**src/rtl/flag_sequencer_pkg.sv**
```systemverilog
// Shared widths, default timing constants and selector step helpers for the flag sequencer.
// Latency: n/a (types, constants and pure functions only).
// Backpressure: n/a.
package flag_sequencer_pkg;

  // Selector/count width, shared with the flag colour index.
  localparam int SEL_W = 8;

  // Default timing constants.
  localparam int DEBOUNCE_FRAMES_DEF = 2;
  localparam int HOLD_FRAMES_DEF     = 180;

  // Counter widths sized for the legal parameter ranges (1..15 and 1..255).
  localparam int DBC_W  = 4;
  localparam int HOLD_W = 8;

  typedef logic [SEL_W-1:0] sel_t;

  // Outstanding manual request, waiting for the next frame boundary.
  typedef enum logic [1:0] {
    REQ_NONE = 2'd0,
    REQ_NEXT = 2'd1,
    REQ_PREV = 2'd2
  } req_e;

  // Forward step with wrap. The increment is done at SEL_W+1 bits so that
  // selector=255 cannot wrap to 0 and falsely look in range.
  function automatic sel_t sel_next(input sel_t sel, input sel_t cnt);
    logic [SEL_W:0] inc;
    inc = {1'b0, sel} + {{SEL_W{1'b0}}, 1'b1};
    if (inc >= {1'b0, cnt}) begin
      return '0;
    end
    return inc[SEL_W-1:0];
  endfunction

  // Backward step with wrap; an out-of-range selector lands on the last flag.
  function automatic sel_t sel_prev(input sel_t sel, input sel_t cnt);
    if (sel == '0 || sel >= cnt) begin
      return cnt - sel_t'(1);
    end
    return sel - sel_t'(1);
  endfunction

endpackage

```
**src/rtl/flag_button_debounce.sv**
```systemverilog
// Button conditioner: 2-FF synchronizer, frame-sampled debounce, rising-edge pulse.
// Latency: 2 clk sync, then DEBOUNCE_FRAMES frame_start samples; rise is combinational in that frame_start cycle.
// Backpressure: none; rise is a single-cycle pulse that must be consumed when asserted.
//
// Ports:
//   clk, rst_n   clock and async active-low reset
//   frame_start  one-cycle per-frame sample strobe
//   btn          raw asynchronous button level (1 = pressed)
//   rise         pulse when the debounced level goes 0->1 (only in a frame_start cycle)
module flag_button_debounce
  import flag_sequencer_pkg::*;
#(
  parameter int DEBOUNCE_FRAMES = DEBOUNCE_FRAMES_DEF
) (
  input  logic clk,
  input  logic rst_n,
  input  logic frame_start,
  input  logic btn,
  output logic rise
);

  logic             sync_q1;
  logic             sync_q2;
  logic             level_q;
  logic [DBC_W-1:0] stab_q;
  logic             differs;
  logic             flip;

  always_ff @(posedge clk or negedge rst_n) begin
    if (!rst_n) begin
      sync_q1 <= 1'b0;
      sync_q2 <= 1'b0;
    end else begin
      sync_q1 <= btn;
      sync_q2 <= sync_q1;
    end
  end

  assign differs = (sync_q2 != level_q);
  // This sample would be the DEBOUNCE_FRAMES-th consecutive differing one.
  assign flip    = frame_start && differs && (stab_q == DBC_W'(DEBOUNCE_FRAMES - 1));
  assign rise    = flip && sync_q2;

  always_ff @(posedge clk or negedge rst_n) begin
    if (!rst_n) begin
      level_q <= 1'b0;
      stab_q  <= '0;
    end else if (frame_start) begin
      if (!differs) begin
        stab_q <= '0;
      end else if (flip) begin
        level_q <= sync_q2;
        stab_q  <= '0;
      end else begin
        stab_q <= stab_q + DBC_W'(1);
      end
    end
  end

endmodule

```
**src/rtl/flag_sequencer.sv**
```systemverilog
// Flag selector: turns next/prev buttons and an auto-cycle timer into frame-aligned selector changes.
// Latency: a press debounced at frame_start k commits at frame_start k+1; selector/changed registered.
// Backpressure: none; requests are held pending until the next frame boundary.
//
// Ports:
//   clk, rst_n          pixel clock and async active-low reset
//   frame_start         one-cycle pulse per frame from the VGA timing generator
//   btn_next, btn_prev  raw asynchronous buttons (1 = pressed)
//   auto_en             level, enables auto-advance every HOLD_FRAMES frames
//   count               number of valid flags, from the flag index
//   selector            current flag index (registered)
//   changed             one-cycle pulse in the cycle selector first shows a new value
module flag_sequencer
  import flag_sequencer_pkg::*;
#(
  parameter int DEBOUNCE_FRAMES = DEBOUNCE_FRAMES_DEF,
  parameter int HOLD_FRAMES     = HOLD_FRAMES_DEF
) (
  input  logic             clk,
  input  logic             rst_n,
  input  logic             frame_start,
  input  logic             btn_next,
  input  logic             btn_prev,
  input  logic             auto_en,
  input  logic [SEL_W-1:0] count,
  output logic [SEL_W-1:0] selector,
  output logic             changed
);

  logic              rise_next;
  logic              rise_prev;
  req_e              pend_q;
  req_e              pend_d;
  logic [HOLD_W-1:0] hold_q;
  logic [HOLD_W-1:0] hold_d;
  sel_t              sel_d;
  logic              changed_d;
  logic              commit;
  sel_t              target;

  flag_button_debounce #(
    .DEBOUNCE_FRAMES (DEBOUNCE_FRAMES)
  ) u_dbc_next (
    .clk         (clk),
    .rst_n       (rst_n),
    .frame_start (frame_start),
    .btn         (btn_next),
    .rise        (rise_next)
  );

  flag_button_debounce #(
    .DEBOUNCE_FRAMES (DEBOUNCE_FRAMES)
  ) u_dbc_prev (
    .clk         (clk),
    .rst_n       (rst_n),
    .frame_start (frame_start),
    .btn         (btn_prev),
    .rise        (rise_prev)
  );

  always_comb begin
    pend_d    = pend_q;
    hold_d    = hold_q;
    sel_d     = selector;
    changed_d = 1'b0;
    commit    = 1'b0;
    target    = selector;

    if (!auto_en) begin
      hold_d = '0;
    end

    if (frame_start) begin
      if (count == '0) begin
        // No valid flags: park at 0 silently, keep any pending request.
        sel_d  = '0;
        hold_d = '0;
      end else if (pend_q == REQ_NEXT) begin
        commit = 1'b1;
        target = sel_next(selector, count);
        pend_d = REQ_NONE;
        hold_d = '0;
      end else if (pend_q == REQ_PREV) begin
        commit = 1'b1;
        target = sel_prev(selector, count);
        pend_d = REQ_NONE;
        hold_d = '0;
      end else if (auto_en) begin
        if (hold_q == HOLD_W'(HOLD_FRAMES - 1)) begin
          commit = 1'b1;
          target = sel_next(selector, count);
          hold_d = '0;
        end else begin
          hold_d = hold_q + HOLD_W'(1);
        end
      end
    end

    if (commit) begin
      sel_d     = target;
      changed_d = (target != selector);
    end

    // New edges are captured after the commit so they wait for the next frame.
    if (rise_next && rise_prev) begin
      pend_d = REQ_NONE;
    end else if (rise_next) begin
      pend_d = REQ_NEXT;
    end else if (rise_prev) begin
      pend_d = REQ_PREV;
    end
  end

  always_ff @(posedge clk or negedge rst_n) begin
    if (!rst_n) begin
      selector <= '0;
      changed  <= 1'b0;
      pend_q   <= REQ_NONE;
      hold_q   <= '0;
    end else begin
      selector <= sel_d;
      changed  <= changed_d;
      pend_q   <= pend_d;
      hold_q   <= hold_d;
    end
  end

endmodule

```
**config.mk**
```make
export PLATFORM = sky130hd
export DESIGN_NAME = flag_sequencer
export DESIGN_NICKNAME = d
export VERILOG_FILES = /design/src/rtl/flag_sequencer_pkg.sv /design/src/rtl/flag_button_debounce.sv /design/src/rtl/flag_sequencer.sv
export SDC_FILE = /design/constraint.sdc
export NUM_CORES = 1
export LEC_CHECK = 0
export ABC_AREA = 1
export BUFFER_PORTS_ARGS = -buffer_cell sky130_fd_sc_hd__buf_2
export CORE_UTILIZATION = 61
export DETAILED_ROUTE_END_ITERATION = 10
export PLACE_DENSITY_LB_ADDON = 0.12
export SLEW_MARGIN = 40
export SYNTH_ARGS = -nofsm -noshare
export SYNTH_HDL_FRONTEND = slang
export SYNTH_HIERARCHICAL = 1
export SYNTH_SLANG_ARGS = --single-unit
export TNS_END_PERCENT = 20
```
**constraint.sdc**
```tcl
create_clock -name clk -period 3.6 [get_ports clk]
set_input_delay 0.36 -clock clk [delete_from_list [all_inputs] [get_ports clk]]
set_output_delay 0.36 -clock clk [all_outputs]
set_load 0.02 [all_outputs]
```
### Word-level counts from Yosys, hierarchy flattened

Index checks and enable logic that the tools add are counted.

* bits in registers: 33
* bits of input ports: 14
* output and inout bits: 9
* logic and storage cells: 101

* add/subtract/negate cells: 6
* order comparisons: 2
* eq/ne operators: 9
* mux-type cells: 54
* reductions and logical operators: 18

Operator list (number)
* $mux 8: 21
* $mux 1: 22
* $logic_not 8->1: 2
* $mux 4: 4
* $sub 8x1->8 const B: 2
* $mux 2: 7
* $add 8x1->9 const B: 1
* $ge 9x8->1: 1
* $reduce_and 3->1: 3
* $add 4x1->4 const B: 2
* $add 8x1->8 const B: 1
* $eq 4x1->1 const B: 2
* $eq 8x8->1 const B: 1
* $ge 8x8->1: 1
* $ne 8x8->1: 1
* $logic_and 1x1->1: 7
* $reduce_bool 5->1: 1
* $ne 4x3->1 const B: 1
* $reduce_bool 2->1: 2
* $reduce_bool 4->1: 1
* $eq 2x1->1 const B: 1
* $eq 2x2->1 const B: 1
* $ne 1x1->1: 2
* $reduce_and 2->1: 1
* $logic_or 1x1->1: 1

### Longest topological paths before layout

Gate-level depths: netlist of run 1.

* word-level depth: 18
* depth in mapped cells: 24
* depth with buffers taken out: 24

### By module

Netlist of run 1, hierarchy kept.

Modules (own cells, without submodules)
* flag_sequencer: times used 1, cells each 341, area each 2242.2 sq um, seq. area each 475.5 sq um
* flag_button_debounce: times used 2, cells each 47, area each 362.8 sq um, seq. area each 175.2 sq um

### Worst setup path after synthesis of run 1

Ideal clock, no wire load.

* path type: register to register
* start point: register selector[1]
* end point: register changed
* library setup time: 0.119 ns
* data arrival time: 2.817 ns
* data required time: 3.481 ns
* slack: 0.664 ns
* stages on the path, launching flop included: 21
* path buffers: 0
* period minus slack after synthesis: 2.936 ns
* cell sequence: dfrtp_1 -> ha_1 -> nand3_1 -> nor3_2 -> xor2_1 -> ha_1 -> a21oi_1 -> a21boi_0 -> nand2_1 -> nand2_1 -> and2_4 -> and2_1 -> inv_2 -> o21ai_2 -> nand2_1 -> nand2_1 -> nand2_1 -> nand2_1 -> nand2_1 -> nor2_1 -> nand2_1

* word-level cells in the longest chain between the ends: 18
* elaborated cells on any way between the ends: 32
* classes of those cells: add/sub: 2; order compare: 2; eq/ne: 1; mux: 25; reduce/logical: 2

Ends and longest elaborated chain
* from (decl): RTL line flag_sequencer.sv:26 `output logic [SEL_W-1:0] selector,`
* from (signal assigned): RTL line flag_sequencer.sv:121 `selector <= sel_d;`
* $add 8x1->9: RTL line flag_sequencer_pkg.sv:30 `inc = {1'b0, sel} + {{SEL_W{1'b0}}, 1'b1};`
* $ge 9x8->1: RTL line flag_sequencer_pkg.sv:31 `if (inc >= {1'b0, cnt}) begin`
* $mux 1: RTL line flag_sequencer_pkg.sv:31
* $mux 1: RTL line flag_sequencer.sv:89 `if (hold_q == HOLD_W'(HOLD_FRAMES - 1)) begin`
* $mux 1: RTL line flag_sequencer.sv:88 `end else if (auto_en) begin`
* $mux 1: RTL line flag_sequencer.sv:83 `end else if (pend_q == REQ_PREV) begin`
* $mux 1: RTL line flag_sequencer.sv:78 `end else if (pend_q == REQ_NEXT) begin`
* $mux 1: RTL line flag_sequencer.sv:74 `if (count == '0) begin`
* [... 3 more ...]
* $mux 8: RTL line flag_sequencer.sv:88
* $mux 8: RTL line flag_sequencer.sv:83
* $mux 8: RTL line flag_sequencer.sv:78
* $mux 8: RTL line flag_sequencer.sv:74
* $mux 8: RTL line flag_sequencer.sv:73 `if (frame_start) begin`
* $ne 8x8->1 *: RTL line flag_sequencer.sv:101 `changed_d = (target != selector);`
* $mux 1 *: RTL line flag_sequencer.sv:99 `if (commit) begin`
* via changed_d: RTL line flag_sequencer.sv:37 `logic changed_d;`
* to (signal assigned): RTL line flag_sequencer.sv:122 `changed <= changed_d;`
* to (decl): RTL line flag_sequencer.sv:27 `output logic changed`

The timed path passes the listed nets; every way through them passes the cells marked *. The select of a mux whose other input is x is not followed.
A chain may end at the register's enable or synchronous reset.

### Worst setup path in the final report of run 1

Ends and elaborated chain as after synthesis.

==> reports/results.tsv, run 1 <==
stage	metric	value	unit
cells_and_area	fin_cells	521	
cells_and_area	nets	506	
synthesis	synth_top_family_by_area	simple AND/OR/NAND/NOR gates	
synthesis	yosysWarnings	6	
pwr	p_int	1.24	mW
clock_network	postCtsSetupRepairBufs	0	
clock_network	cts_buffers	5	
worst_setup_path	crit_arrival	3.42	ns
sta	whs	0.177	ns
place	place_congestion	0.975	
worst_hold_path	hold_path_depth	1	
place	placedCellCount	511	
sta	min_period	3.25	ns
clock_network	htree_levels	2	
detailed_routing	wl	7340	um
global_routing	antenna_found_initial	0	
clock_network	cts-root-buf	clkbuf_8	
detailed_routing	num_vias	2960	
worst_setup_path	worstReg2RegStart	selector[1]	
floorplan	die_w	71.8	um
global_routing	grt_usage	30.5	%
job	cap_violations	0	
floorplan	die_area	0.00515	sq mm
clock_network	clock-sinks	33	
floorplan	core	0.00469	sq mm
sta	worst_pin_slew	0.399	ns
sta	grt_setup_unrepaired	no	
detailed_routing	wl_per_cell	14.1	um
outcome	status	finished clean	
worst_setup_path	ff2ff_path_depth	21	
global_routing	grt_start_max_net_pins	34	
sta	slew_headroom	73.3	%
synthesis	syn-num-nets	475	
worst_setup_path	end_kind	flop	
pwr	pwr-share-comb	63.5	%
place	place_area	0.00315	sq mm
sta	fin_crit_sh	90.2	%
detailed_routing	drt_iter0_drc	241	
detailed_routing	dr.pass1.iters	5	
cells_and_area	final_cell_mix	nand2_1, inv_1, nand3_1	
synthesis	synth_cell_type_count	35	
worst_hold_path	hold_path.class	in2reg	
worst_hold_path	hp-start	btn_prev	
worst_setup_path	r2r_slack	0.35	ns
synthesis	netlist_instances	435	
synthesis	synth.area.mux_share	0	%
sta	max_freq	308	MHz
synthesis	synthXorXnorAreaFrac	3.84	%
global_routing	grt_pass1_wl	12200	um
pwr	pwr-share-clk	14.4	%
worst_setup_path	critPathRequiredTime	3.77	ns
pwr	powerDensity	763	mW/mm^2
synthesis	avgSynthCellArea	6.82	sq um
cells_and_area	area_growth	11.4	%
global_routing	grt.overflow.total	0	
clock_network	clock_path_buffers	2	
worst_setup_path	rr_endpoint	changed	
sta	finalMaxSlewViolations	0	
sta	final.setup.tns	0	ns
cells_and_area	drive_gt1_share	15.8	%
sta	setup-violations-final	0	
pwr	switchingPower	1.28	mW
cells_and_area	layout_commonest_cell	nand2_1	
global_routing	first_global_vias	2723	
floorplan	io_pins	23	
pwr	pwr-share-seq	22.1	%
pwr	power_switching_share	50.9	%
synthesis	yosys.area_share.simple	38.5	%
synthesis	ys_seq_elements	33	
synthesis	ys_seq_area_share	27.8	%
pwr	p_leak	1.81	nW
synthesis	synth_fa_ha_area_share	11.0	%
pwr	max-vdd-ir-drop	0.000412	V
floorplan	rows	25	
floorplan	die_y	71.8	um
detailed_routing	ant_nets	0	
worst_setup_path	worst-setup-path-type	reg2reg	
place	port_buffers	22	
sta	finClkSkew	0.00255	ns
clock_network	clk_latency	0.28	ns
synthesis	synth_compound_area_share	9.87	%
worst_hold_path	holdPathEnd	u_dbc_prev/sync_q1	
clock_network	clk_pin_slew_worst_paths	0.07	ns
worst_setup_path	worstPathMaxFanout	7	
worst_setup_path	critPathLaunchType	flop	
cells_and_area	stdcell_area	0.00331	sq mm
synthesis	syn-cell-area	0.00297	sq mm
detailed_routing	drc	0	
place	post-dp-hpwl	5680	um
detailed_routing	via_per_inst	5.68	
cells_and_area	diodes	0	
floorplan	initial_core_util	63.3	%
sta	hold_viol_final	0	
clock_network	cts_tree	done	
[power groups by stage]
stage	Combinational, mW	Clock (mW)	Sequential, mW
floorplan	1.20	0	0.579
global route	1.79	0.380	0.571
global placement	1.53	0	0.555
detailed placement	1.57	0	0.563
finish	1.60	0.362	0.558
CTS	1.58	0.368	0.556
[metrics by stage]
stage	setup WS (ns)	util (%)	power, mW
finish	0.353	70.5	2.52
global route	0.00985	70.5	2.74
CTS	0.420	69.7	2.50
detailed placement	0.427	67.2	2.13
global placement	0.528	67.2	2.08
floorplan	0.664	-	1.78
[cell families after synthesis]
kind of cell	Yosys count
adder cells (fa/ha/maj)	26
AO/OA/AOI/OAI	51
flip-flops	33
XOR/XNOR	13
buffers and inverters	70
AND/OR/NAND/NOR	242
[worst max-delay path, stage by stage, from the launching register on]
cell	delay, ns
dfrtp_1	0.48
ha_1	0.23
nand3_1	0.16
nor3_2	0.22
xor2_1	0.22
ha_1	0.28
a21oi_1	0.15
a21boi_0	0.19
nand2_1	0.07
nand2_1	0.13
and2_4	0.19
nand2_1	0.05
nand2_1	0.06
nand3b_1	0.13
nand2_1	0.09
nand2_1	0.04
nand2_1	0.06
nand2_1	0.04
nor2_1	0.12
nand2_1	0.06
nor2_1	0.09
nand2_1	0.06
[synth_stat cells]
cell / n / area [sq um]
a21boi_0: 1 / 7.51
a21oi_1: 19 / 95.1
a21oi_2: 1 / 8.76
a31oi_2: 1 / 12.5
and2_1: 1 / 6.26
and2_4: 1 / 8.76
buf_4: 1 / 7.51
clkbuf_1: 2 / 7.51
clkinv_1: 1 / 3.75
clkinv_2: 1 / 5.00
dfrtp_1: 33 / 826
ha_1: 26 / 325
inv_1: 60 / 225
inv_2: 5 / 18.8
nand2_1: 132 / 495
nand2_2: 12 / 75.1
nand2_4: 2 / 22.5
nand3_1: 40 / 200
nand3_2: 4 / 40.0
nand3b_1: 2 / 15.0
nand4_1: 9 / 56.3
nor2_1: 25 / 93.8
nor2_2: 5 / 31.3
nor2_4: 2 / 22.5
nor2_8: 1 / 20.0
nor3_1: 1 / 5.00
nor3_2: 5 / 50.1
o21a_1: 1 / 7.51
o21ai_0: 11 / 55.1
o21ai_1: 3 / 15.0
o21ai_2: 1 / 8.76
o21bai_1: 1 / 7.51
o22ai_1: 12 / 75.1
xnor2_1: 1 / 8.76
xor2_1: 12 / 105
[worst max-delay path by stage]
stage / slack [ns] / to / cells past startpoint / start
after floorplan: 0.66 / changed / 20 / selector[1]
after global placement: 0.53 / changed / 21 / selector[0]
after detailed placement: 0.43 / changed / 21 / selector[1]
after CTS: 0.42 / changed / 21 / selector[1]
after global routing: 0.01 / changed / 21 / selector[0]
final: 0.35 / changed / 21 / selector[1]
[layout make-up]
type                            count  area [sq um]
Multi-Input combinational cell    332          1870
Fill cell                         394          1390
Sequential cell                    33           826
Inverter                           67           253
Timing Repair Buffer               27           170
Clock buffer                        7          86.3
Tap cell                           54          67.6
Clock inverter                      1          30.0
[sequential cells by signal, indices dropped and copies added, names as in the netlist]
signal / cells
pend_q: 2
u_dbc_next/sync_q2: 1
selector: 8
hold_q: 8
changed: 1
u_dbc_next/stab_q: 4
u_dbc_next/sync_q1: 1
u_dbc_next/level_q: 1
u_dbc_prev/level_q: 1
u_dbc_prev/stab_q: 4
u_dbc_prev/sync_q2: 1
u_dbc_prev/sync_q1: 1
[layer usage]
metal  vias up  share of wire, %  wire length, um  global-route usage, %
met2        85                49             3590                   53.5
li1       1464                 -                -                      -
met1      1403                45             3330                   39.5
met5         -                 0                0                      0
met4         0               1.4              103                   8.28
met3         8               4.3              316                   4.36
[repair_timing]
item                                   in CTS  in global routing
resized for setup                           0                  0
hold buffers                                0                  1
setup endpoints to repair                   0                  0
endpoints found under the hold margin       0                  7
Note: power is estimated with default switching activity, not from simulation.
==> run 2, diff against run 1 <==
CORE_ASPECT_RATIO = 1.4   (was unset)
PLACE_DENSITY_LB_ADDON = 0.08   (was 0.12)
clock period = 3.7 ns   (was 3.6 ns; I/O delays follow)
==> reports/results.tsv, run 2 (synthesis results as in run 1) <==
stage	metric	value	unit
worst_setup_path	crit_arrival	3.42	ns
floorplan	die_area	0.00515	sq mm
cells_and_area	final_core_util	70.3	%
worst_setup_path	cp_top_family	simple AND/OR/NAND/NOR gates	
sta	final.setup.tns	0	ns
clock_network	ctsHoldBuffers	0	
detailed_routing	dr.pass1.iters	5	
cells_and_area	layout_commonest_cell	nand2_1	
cells_and_area	multiInputGateArea	0.00187	sq mm
floorplan	io_pins	23	
worst_setup_path	r2r_slack	0.45	ns
job	cap_violations	0	
pwr	switchingPower	1.20	mW
floorplan	die_w	61.0	um
cells_and_area	fin_cells	526	
worst_setup_path	cpMostUsedCell	nand2_1	
place	post-dp-hpwl	5640	um
worst_setup_path	worst-setup-path-type	reg2reg	
sta	fin_crit_sh	88.0	%
pwr	max-vdd-ir-drop	0.000437	V
cells_and_area	area_growth	9.11	%
sta	min_period	3.25	ns
cells_and_area	diodes	0	
detailed_routing	ant_nets	0	
global_routing	grt_pass1_wl	12200	um
worst_setup_path	end_kind	flop	
global_routing	grt_usage	31.8	%
clock_network	postCtsSetupRepairBufs	0	
detailed_routing	wl_met2	3670	um
clock_network	clk_latency	0.28	ns
worst_setup_path	cpPeakStageDelay	0.46	ns
sta	max_freq	307	MHz
detailed_routing	wl_met3	343	um
detailed_routing	num_vias	2919	
place	place_congestion	1.04	
clock_network	cts_buffers	5	
sta	finalMaxSlewViolations	0	
pwr	pwr-share-clk	10.7	%
worst_setup_path	critPathLaunchType	flop	
pwr	powerDensity	714	mW/mm^2
detailed_routing	wl	7100	um
detailed_routing	via_per_inst	5.55	
detailed_routing	drt_iter0_drc	173	
clock_network	clock_path_buffers	2	
cells_and_area	stdcell_area	0.00324	sq mm
outcome	status	finished clean	
cells_and_area	nets	503	
sta	slew_headroom	72.0	%
global_routing	grt.overflow.total	0	
place	place_area	0.00316	sq mm
clock_network	cts-root-buf	clkbuf_8	
clock_network	htree_levels	2	
worst_setup_path	worstPathMaxFanout	7	
sta	hold_viol_final	0	
worst_setup_path	critPathRequiredTime	3.86	ns
detailed_routing	highest_layer	met4	
pwr	p_leak	1.77	nW
clock_network	cts_tree	done	
sta	worst_pin_slew	0.419	ns
clock_network	clock-sinks	33	
worst_setup_path	cp_cell_sequence	ha_1, nand3_1, nor3_2, xor2_1, ha_1, a21oi_1, a21boi_0, nand2_1, nand2_1, nand3_1, nand2_1, nand2_1, a21oi_1, nand2_1, nand2_1, nor2_1, nor2_1, nand2_1, nor2_1, nand2_1	
cells_and_area	drive_gt1_share	15.1	%
sta	setup-violations-final	0	
pwr	p_int	1.11	mW
worst_hold_path	hold_path.class	in2async	
global_routing	antenna_found_initial	0	
place	placedCellCount	518	
cells_and_area	final_cell_mix	nand2_1, inv_1, nand3_1	
floorplan	initial_core_util	64.4	%
sta	grt_setup_unrepaired	no	
floorplan	die_y	84.5	um
detailed_routing	drc	0	
pwr	pwr-share-seq	23.9	%
global_routing	grt_start_max_net_pins	34	
pwr	pwr-share-comb	65.3	%
clock_network	postCtsResizedCells	0	
detailed_routing	drt-met1-wl	2620	um
sta	finClkSkew	0.00559	ns
cells_and_area	nFillCells	411	
cells_and_area	reg_top3	hold_q (8), selector (8)	
worst_setup_path	path_buf_inv	0	
place	port_buffers	22	
worst_setup_path	worstReg2RegStart	selector[1]	
worst_setup_path	ff2ff_path_depth	20	
floorplan	rows	29	
detailed_routing	wl_per_cell	13.5	um
worst_setup_path	rr_endpoint	changed	
pwr	power_switching_share	52.0	%
cells_and_area	regArea	826	sq um
global_routing	first_global_vias	2815	
floorplan	core	0.00461	sq mm
clock_network	clk_pin_slew_worst_paths	0.06	ns
worst_setup_path	crit_slowest_cell	dfrtp_1	
run 2: power groups by stage:
stage	logic (mW)	clock network, mW	registers, mW
final	1.51	0.248	0.553
after global routing	1.72	0.271	0.563
after CTS	1.50	0.255	0.550
after detailed placement	1.49	0	0.557
after global placement	1.46	0	0.553
after floorplan	1.16	0	0.563
run 2: layout make-up:
cell class	count	area share [%]
Timing Repair Buffer	24	3.94
Inverter	67	7.81
Sequential cell	33	25.5
Clock buffer	8	2.47
Tap cell	62	2.40
Multi-Input combinational cell	332	57.9
run 2: per-stage QoR:
stage	power [mW]	setup WS, ns	hold slack [ns]
after detailed placement	2.05	0.557	0.336
after floorplan	1.73	0.764	0.0744
after CTS	2.30	0.540	0.172
final	2.31	0.446	0.0281
after global routing	2.55	0.177	0.0574
after global placement	2.01	0.670	0.332
run 2: how the worst max path moves through the flow:
stage | slack [ns] | end | cells past startpoint | start
2_1_floorplan | 0.76 | changed | 20 | selector[1]
3_3_place_gp | 0.67 | changed | 20 | selector[1]
3_5_place_dp | 0.56 | changed | 20 | selector[1]
4_1_cts | 0.54 | changed | 20 | selector[1]
5_1_grt | 0.18 | changed | 21 | selector[1]
6_report | 0.45 | changed | 20 | selector[1]
run 2: worst reg2reg max path: stages, from the launching register on:
cell      delay, ns
dfrtp_1        0.46
ha_1           0.23
nand3_1        0.15
nor3_2         0.23
xor2_1         0.22
ha_1           0.28
a21oi_1        0.15
a21boi_0       0.23
nand2_1        0.08
nand2_1        0.13
nand3_1        0.14
nand2_1        0.09
nand2_1        0.05
a21oi_1        0.16
nand2_1        0.12
nand2_1        0.07
nor2_1         0.04
nor2_1         0.12
nand2_1        0.07
nor2_1         0.08
nand2_1        0.05
run 2: metal layers:
layer / global-route usage (%) / vias to the layer above
li1: - / 1457
met5: 0 / -
met1: 35.2 / 1319
met2: 52.4 / 104
met4: 23.6 / 0
met3: 5.39 / 39
==> run 3, diff against run 2 <==
SETUP_SLACK_MARGIN = 0.5   (was unset)
SKIP_CTS_REPAIR_TIMING = 1   (was unset)
==> reports/results.tsv, run 3 (synthesis results as in run 1) <==
stage	metric	value	unit
place	place_congestion	1.04	
worst_setup_path	worst-setup-path-type	reg2reg	
worst_setup_path	end_kind	flop	
worst_setup_path	rr_endpoint	changed	
detailed_routing	dr.pass1.iters	6	
global_routing	antenna_found_initial	0	
worst_setup_path	path_buf_inv	1	
worst_setup_path	cp_cell_sequence	ha_4, nand3_2, nor3_4, xor2_1, ha_1, a21oi_1, a21boi_2, nand2_1, nand2_2, and2_4, and2_1, inv_2, o21ai_2, nand2_1, nand2_1, nand2_1, nand2_1, nand2_1, nor2_1, nand2_1	
worst_setup_path	critPathLaunchType	flop	
worst_setup_path	critPathRequiredTime	3.87	ns
sta	finalMaxSlewViolations	0	
cells_and_area	nFillCells	389	
detailed_routing	wl_per_cell	14.0	um
sta	worst_pin_slew	0.426	ns
pwr	total_power	2.39	mW
cells_and_area	drive_gt1_share	18.9	%
outcome	status	finished clean	
sta	slew_headroom	71.6	%
worst_setup_path	worstReg2RegStart	selector[0]	
global_routing	first_global_vias	2815	
global_routing	grt.overflow.total	0	
pwr	max-vdd-ir-drop	0.000439	V
floorplan	die_area	0.00515	sq mm
sta	min_period	3.07	ns
worst_setup_path	worstPathMaxFanout	5	
floorplan	die_y	84.5	um
pwr	powerDensity	714	mW/mm^2
floorplan	initial_core_util	64.4	%
clock_network	clock_path_buffers	2	
worst_hold_path	hold_path.class	in2async	
clock_network	cts_buffers	5	
detailed_routing	num_vias	3027	
pwr	pwr-share-comb	66.2	%
detailed_routing	ant_nets	0	
pwr	power_switching_share	52.0	%
floorplan	die_w	61.0	um
cells_and_area	regArea	832	sq um
floorplan	core	0.00461	sq mm
place	dp_slack	0.557	ns
detailed_routing	drc	0	
worst_setup_path	r2r_slack	0.63	ns
cells_and_area	layout_commonest_cell	nand2_1	
cells_and_area	nets	510	
pwr	p_int	1.15	mW
worst_setup_path	crit_slowest_cell	dfrtp_2	
sta	setup-violations-final	0	
floorplan	rows	29	
clock_network	clk_latency	0.27	ns
sta	finClkSkew	0.00558	ns
clock_network	clock-sinks	33	
detailed_routing	via_per_inst	5.68	
sta	final.setup.tns	0	ns
worst_setup_path	cp_top_family	simple AND/OR/NAND/NOR gates	
clock_network	cts_tree	done	
cells_and_area	stdcell_area	0.00334	sq mm
sta	max_freq	325	MHz
worst_setup_path	cpPeakStageDelay	0.43	ns
clock_network	htree_levels	2	
detailed_routing	drt_iter0_drc	222	
cells_and_area	reg_top3	hold_q (8), selector (8)	
worst_setup_path	worstSetupStartpoint	selector[0]	
floorplan	io_pins	23	
sta	whs	0.0274	ns
detailed_routing	wl	7440	um
pwr	pwr-share-clk	10.4	%
cells_and_area	final_cell_mix	nand2_1, inv_1, nand3_1	
worst_setup_path	ff2ff_path_depth	20	
global_routing	grt_usage	31.8	%
global_routing	grt_start_max_net_pins	34	
sta	fin_crit_sh	83.1	%
cells_and_area	area_growth	12.7	%
place	port_buffers	22	
sta	hold_viol_final	0	
pwr	p_leak	1.82	nW
global_routing	grt_pass1_wl	12200	um
job	cap_violations	0	
place	post-dp-hpwl	5640	um
place	place_area	0.00316	sq mm
worst_setup_path	cpMostUsedCell	nand2_1	
sta	worst_slack	0.625	ns
worst_setup_path	crit_arrival	3.24	ns
sta	grt_setup_unrepaired	no	
cells_and_area	diodes	0	
pwr	pwr-share-seq	23.4	%
clock_network	cts-root-buf	clkbuf_8	
cells_and_area	multiInputGateArea	0.00192	sq mm
clock_network	clk_pin_slew_worst_paths	0.06	ns
pwr	switchingPower	1.24	mW
## run 3: cell count changes in the layout (fill, tap and decap cells not counted), sizes merged
cell	previous run	this run
buf	24	31
## run 3: power groups by stage
stage / Combinational [mW] / Sequential [mW] / Clock [mW]
final: 1.58 / 0.559 / 0.248
after global routing: 1.79 / 0.569 / 0.271
after CTS: 1.50 / 0.550 / 0.255
after detailed placement: 1.49 / 0.557 / 0
after global placement: 1.46 / 0.553 / 0
after floorplan: 1.16 / 0.563 / 0
## run 3: layout make-up
type	count	share of cell area, %
sequential	33	24.9
tap	62	2.32
inverter	67	7.56
timing repair buffer	31	5.39
clock buffer	8	2.39
multi-input combinational	332	57.5
## run 3: stage by stage
stage / utilization [%] / instances
after floorplan: - / 435
after global placement: 68.5 / 518
after detailed placement: 68.5 / 518
after CTS: 70.2 / 526
after global routing: 72.6 / 533
final: 72.6 / 533
## run 3: layer usage
layer | GRT usage [%] | up-vias | wire (um) | share of wire, %
met3 | 5.39 | 52 | 375 | 5.0
met1 | 35.2 | 1368 | 2720 | 37
met5 | 0 | - | 0 | 0
li1 | - | 1474 | - | -
met4 | 23.6 | 0 | 544 | 7.3
met2 | 52.4 | 133 | 3800 | 51
## run 3: worst max-delay path by stage
stage              end  slack, ns  depth (start not counted)
3_5_place_dp   changed       0.56                         20
5_1_grt        changed       0.44                         21
6_report       changed       0.63                         20
4_1_cts        changed       0.54                         20
2_1_floorplan  changed       0.76                         20
3_3_place_gp   changed       0.67                         20
## run 3: worst register-to-register path, cell delays in order, from the launching register on
cell	delay, ns
dfrtp_2	0.43
ha_4	0.16
nand3_2	0.12
nor3_4	0.24
xor2_1	0.22
ha_1	0.29
a21oi_1	0.16
a21boi_2	0.19
nand2_1	0.08
nand2_2	0.11
and2_4	0.18
and2_1	0.17
inv_2	0.05
o21ai_2	0.10
nand2_1	0.06
nand2_1	0.07
nand2_1	0.08
nand2_1	0.07
nand2_1	0.06
nor2_1	0.10
nand2_1	0.05
